File: config.mk
export PLATFORM = sky130hd
export DESIGN_NAME = fanin_8to1_rr_arb_flat
export DESIGN_NICKNAME = d
export VERILOG_FILES = /design/src/rtl/fanin_8to1_rr_arb_if.sv /design/src/rtl/fanin_8to1_rr_arb.sv /design/src/flat_wrapper.sv
export SDC_FILE = /design/constraint.sdc
export NUM_CORES = 1
export LEC_CHECK = 0
export CORE_MARGIN = 1.5
export CORE_UTILIZATION = 50
export CTS_BUF_LIST = sky130_fd_sc_hd__clkbuf_4 sky130_fd_sc_hd__clkbuf_8
export DETAILED_ROUTE_END_ITERATION = 10
export GPL_ROUTABILITY_DRIVEN = 1
export HOLD_SLACK_MARGIN = 0.05
export PLACE_DENSITY = 0.75
export SYNTH_ARGS = -nofsm -noshare
export SYNTH_HDL_FRONTEND = slang
export SYNTH_SLANG_ARGS = --single-unit
File: constraint.sdc
create_clock -name clk -period 3.4 [get_ports clk]
set_input_delay 0.34 -clock clk [delete_from_list [all_inputs] [get_ports clk]]
set_output_delay 0.34 -clock clk [all_outputs]
set_load 0.02 [all_outputs]
File: src/rtl/fanin_8to1_rr_arb_if.sv
// Request/grant bundle between the fanout stage and the 8-to-1 round-robin arbiter.
// The master drives requests and the release strobe; the slave returns the grant.
interface fanin_8to1_rr_arb_if;
  logic [7:0] req;
  logic       done;
  logic [7:0] gnt;
  logic       gnt_valid;
  logic [2:0] gnt_id;
  logic       timeout;

  modport master (
    output req,
    output done,
    input  gnt,
    input  gnt_valid,
    input  gnt_id,
    input  timeout
  );

  modport slave (
    input  req,
    input  done,
    output gnt,
    output gnt_valid,
    output gnt_id,
    output timeout
  );
endinterface

File: src/rtl/fanin_8to1_rr_arb.sv
// Round-robin 8-to-1 arbiter with release handshake and hold timeout.
// A grant is always followed by one idle cycle before the next grant is issued.
module fanin_8to1_rr_arb #(
  parameter int unsigned HOLD_MAX = 15,
  parameter int unsigned CNT_W    = 4
) (
  input  logic                 clk,
  input  logic                 rst_n,
  fanin_8to1_rr_arb_if.slave   bus
);

  typedef enum logic [0:0] {StIdle, StGrant} state_e;

  state_e           state_q, state_d;
  logic [7:0]       gnt_q, gnt_d;
  logic [2:0]       gnt_id_q, gnt_id_d;
  logic             timeout_q, timeout_d;
  logic [CNT_W-1:0] hold_cnt_q, hold_cnt_d;
  logic [2:0]       ptr_q, ptr_d;

  logic [2:0] win_id;
  logic       win_found;
  logic [2:0] idx;
  logic       at_limit;
  logic       owner_req;

  // Search ptr, ptr+1, ... (mod 8); first set request wins.
  always_comb begin
    win_id    = ptr_q;
    win_found = 1'b0;
    idx       = '0;
    for (int i = 0; i < 8; i++) begin
      idx = ptr_q + 3'(i);
      if (!win_found && bus.req[idx]) begin
        win_id    = idx;
        win_found = 1'b1;
      end
    end
  end

  assign at_limit  = (hold_cnt_q == CNT_W'(HOLD_MAX));
  assign owner_req = bus.req[gnt_id_q];

  always_comb begin
    state_d    = state_q;
    gnt_d      = gnt_q;
    gnt_id_d   = gnt_id_q;
    hold_cnt_d = hold_cnt_q;
    ptr_d      = ptr_q;
    timeout_d  = 1'b0;
    unique case (state_q)
      StIdle: begin
        if (win_found) begin
          gnt_d      = 8'b1 << win_id;
          gnt_id_d   = win_id;
          hold_cnt_d = CNT_W'(1);
          state_d    = StGrant;
        end
      end
      StGrant: begin
        if (bus.done || !owner_req || at_limit) begin
          // done outranks the timeout, so the pulse fires only on a pure hold-limit release.
          timeout_d  = !bus.done && owner_req && at_limit;
          gnt_d      = '0;
          ptr_d      = gnt_id_q + 3'd1;
          hold_cnt_d = '0;
          state_d    = StIdle;
        end else begin
          hold_cnt_d = hold_cnt_q + CNT_W'(1);
        end
      end
      default: state_d = StIdle;
    endcase
  end

  always_ff @(posedge clk or negedge rst_n) begin
    if (!rst_n) begin
      state_q    <= StIdle;
      gnt_q      <= '0;
      gnt_id_q   <= '0;
      timeout_q  <= 1'b0;
      hold_cnt_q <= '0;
      ptr_q      <= '0;
    end else begin
      state_q    <= state_d;
      gnt_q      <= gnt_d;
      gnt_id_q   <= gnt_id_d;
      timeout_q  <= timeout_d;
      hold_cnt_q <= hold_cnt_d;
      ptr_q      <= ptr_d;
    end
  end

  assign bus.gnt       = gnt_q;
  assign bus.gnt_valid = |gnt_q;
  assign bus.gnt_id    = gnt_id_q;
  assign bus.timeout   = timeout_q;

endmodule

File: src/flat_wrapper.sv
// flat-port wrapper written by rule: the top's interface ports become plain ports
module fanin_8to1_rr_arb_flat 
#(
  parameter int unsigned HOLD_MAX = 15,
  parameter int unsigned CNT_W    = 4
)
  (clk, rst_n, bus_req, bus_done, bus_gnt, bus_gnt_valid, bus_gnt_id, bus_timeout);
  fanin_8to1_rr_arb_if bus_i ();
  input  logic clk;
  input  logic rst_n;
  input wire logic [$bits(bus_i.req)-1:0] bus_req;
  input wire logic [$bits(bus_i.done)-1:0] bus_done;
  output wire logic [$bits(bus_i.gnt)-1:0] bus_gnt;
  output wire logic [$bits(bus_i.gnt_valid)-1:0] bus_gnt_valid;
  output wire logic [$bits(bus_i.gnt_id)-1:0] bus_gnt_id;
  output wire logic [$bits(bus_i.timeout)-1:0] bus_timeout;
  assign bus_i.req = bus_req;
  assign bus_i.done = bus_done;
  assign bus_gnt = bus_i.gnt;
  assign bus_gnt_valid = bus_i.gnt_valid;
  assign bus_gnt_id = bus_i.gnt_id;
  assign bus_timeout = bus_i.timeout;
  fanin_8to1_rr_arb #(.HOLD_MAX(HOLD_MAX), .CNT_W(CNT_W)) u_core (.clk(clk), .rst_n(rst_n), .bus(bus_i));
endmodule
==> summary.txt <==
CP max stage cell - ha_1
DR iter-0 viols - 216
layout cell share with drive strength beyond 1 - 0.169
Slew headroom - 0.406
placed cells - 288
syn nets - 233
CP startpoint - u_core.ptr_q[0]
final hold violation count - 0
hpwl dp - 3.84 mm
vias in the first global route - 1624
RR Endpoint - u_core.bus.gnt[0]
Clock Sinks - 20
final std cells w/o fill - 292
register bit total from synthesis - 20
Setup TNS - 0 ns
worst r2r path cells - 11
total die area - 4550 um^2
worst reg-to-reg setup slack - 0.20 ns
fmax - 312 MHz
initial antenna violation count - 0
Pre-Repair DR Iteration Count - 5
CP cell instances - inv_1 > ha_1 > buf_4 > mux2i_1 > a22oi_1 > a21o_1 > nand2_1 > a221o_1 > o32ai_2 > a21oi_4 > a32o_1
Rows - 23
clock buffer depth - 2
Synth warnings - 0
initial cell density of the core - 0.520
remaining global-route overflow - 0
post-CTS sizing - 0
Max Cap Viol - 0
Vias/cell - 6.25
first-pass GRT wire length - 8.27 mm
# hold bufs at CTS - 0
Place WS - 0.103 ns
Die Y - 67.5 um
Detail Route Antenna Nets - 0
status - completed
post-CTS setup repair buffer count - 0
number of synthesized flops with an enable pin - 0
post-route clock period utilization - 0.942
worst-margin pin slew - 0.889 ns
HP Class - flop to flop
GRT Total Usage - 0.241
RSZ-0062 raised after global routing - false
core area - 4000 um^2
commonest non-fill, non-tap cell in the layout - nand2_1
Post-synth ARST share - 1.00
DRT Wirelength - 5.05 mm
clock root cell - clkbuf_8
number of distinct library cells after synthesis - 56
sequential-to-total area share from yosys stat - 0.241
Residual DRC - 0
Startpoint Class - flop
Hold WS - 0.505 ns
critical path's top delay family - compound AO/OA/AOI/OAI gates
diode count - 0
die width - 67.5 um
CP max stage delay - 0.38 ns
Clk Latency, worst-skew pair - 0.25 ns
clk slew on worst S/H paths - 0.07 ns
Synth Cell Area - 2080 um^2
Worst Path Required - 3.54 ns
Data arrival, critical path - 3.34 ns
final setup violation count - 0
layout net count - 258
Crit. path cell count - 11
cell count after synthesis - 218
pin count of the biggest net entering global routing - 21
io pins - 24
CTS Buf Count - 3
CTS tree - done
most frequent cells in the layout - nand2_1 (35), clkdlybuf4s50_1 (23), dfrtp_1 (20), o21ai_0 (13)
Buf/Inv on CP - 2
H-tree levels - 1
Top FF cell, synth - dfrtp_1
Max FO, Critical Path - 11
CP endpoint kind - flop
Min Clock Period, post-route - 3.20 ns
CP Class - flop to flop
Avg Cell Area, Syn - 9.54 um^2
routability cong. - 0.900
area grow syn2layout - 15.7%
vias post-DR - 1825
FF-to-FF Start - u_core.ptr_q[0]
wire length per cell - 17.3 um
Setup Skew - 0.000990 ns
Port Buffers - 23
Pins Over Slew Limit - 0
Critical Path End - u_core.bus.gnt[0]
slack of the critical path - 0.199 ns
## registers in the layout (all words and copies together), names as in the netlist
signal	flops
u_core.ptr_q	3
u_core.hold_cnt_q	4
u_core.bus.gnt_id	3
u_core.bus.gnt	8
u_core.bus.timeout	1
u_core.state_q	1
## metal layers
| metal | GRT usage | part of all wire |
|---|---|---|
| met5 | 0 | 0 |
| met4 | 0.0306 | 0.0046 |
| met3 | 0.0250 | 0.041 |
| met2 | 0.357 | 0.47 |
| met1 | 0.387 | 0.48 |
## synth_stat cells (4+ instances only)
cell | number | area share
a22oi_1 | 4 | 0.014
mux2i_1 | 9 | 0.043
nand2_1 | 35 | 0.063
and2_1 | 4 | 0.012
o31ai_1 | 4 | 0.014
nand2b_1 | 7 | 0.021
nand3_1 | 5 | 0.012
nor4_1 | 4 | 0.012
a22o_1 | 4 | 0.017
ha_1 | 4 | 0.024
dfrtp_1 | 20 | 0.24
a21oi_1 | 9 | 0.022
inv_1 | 8 | 0.014
nor2_1 | 6 | 0.011
o211ai_1 | 4 | 0.014
o22ai_1 | 5 | 0.015
mux4_2 | 9 | 0.097
nor2b_1 | 4 | 0.012
o21ai_0 | 13 | 0.031
## layout make-up
cell class | instances | area (um^2)
Timing Repair Buffer | 29 | 275
Multi-Input combinational cell | 181 | 1480
Tap cell | 50 | 62.6
Inverter | 8 | 30.0
Sequential cell | 20 | 500
Clock buffer | 4 | 55.1
Fill cell | 338 | 1590
## how the worst min path moves through the flow
stage	from	to	slack, ns	cells after the start
after floorplan	rst_n	u_core.bus.gnt[0]	0.04	0
after global placement	u_core.hold_cnt_q[3]	u_core.hold_cnt_q[3]	0.48	1
after detailed placement	u_core.hold_cnt_q[3]	u_core.hold_cnt_q[3]	0.49	1
after CTS	u_core.hold_cnt_q[3]	u_core.hold_cnt_q[3]	0.50	1
after global routing	u_core.hold_cnt_q[3]	u_core.hold_cnt_q[3]	0.53	1
final	u_core.hold_cnt_q[3]	u_core.hold_cnt_q[3]	0.51	1
## cell families after synthesis
family,after synthesis,share of synthesized area
AO/OA/AOI/OAI,70,0.270
XOR/XNOR,5,0.0211
adder cells (fa/ha/maj),4,0.0241
buffers and inverters,17,0.0481
flip-flops,20,0.241
multiplexers,27,0.215
AND/OR/NAND/NOR,75,0.181
## metrics by stage
| stage | instance area (um^2) | utilization |
|---|---|---|
| 5_1_grt | 2410 | 0.602 |
| 3_5_place_dp | 2350 | 0.587 |
| 2_1_floorplan | 2080 | - |
| 6_report | 2410 | 0.602 |
| 3_3_place_gp | 2350 | 0.587 |
| 4_1_cts | 2400 | 0.601 |
Power is not shown: default switching activity piles up to over one toggle a cycle in this logic, so the estimate is an artifact.
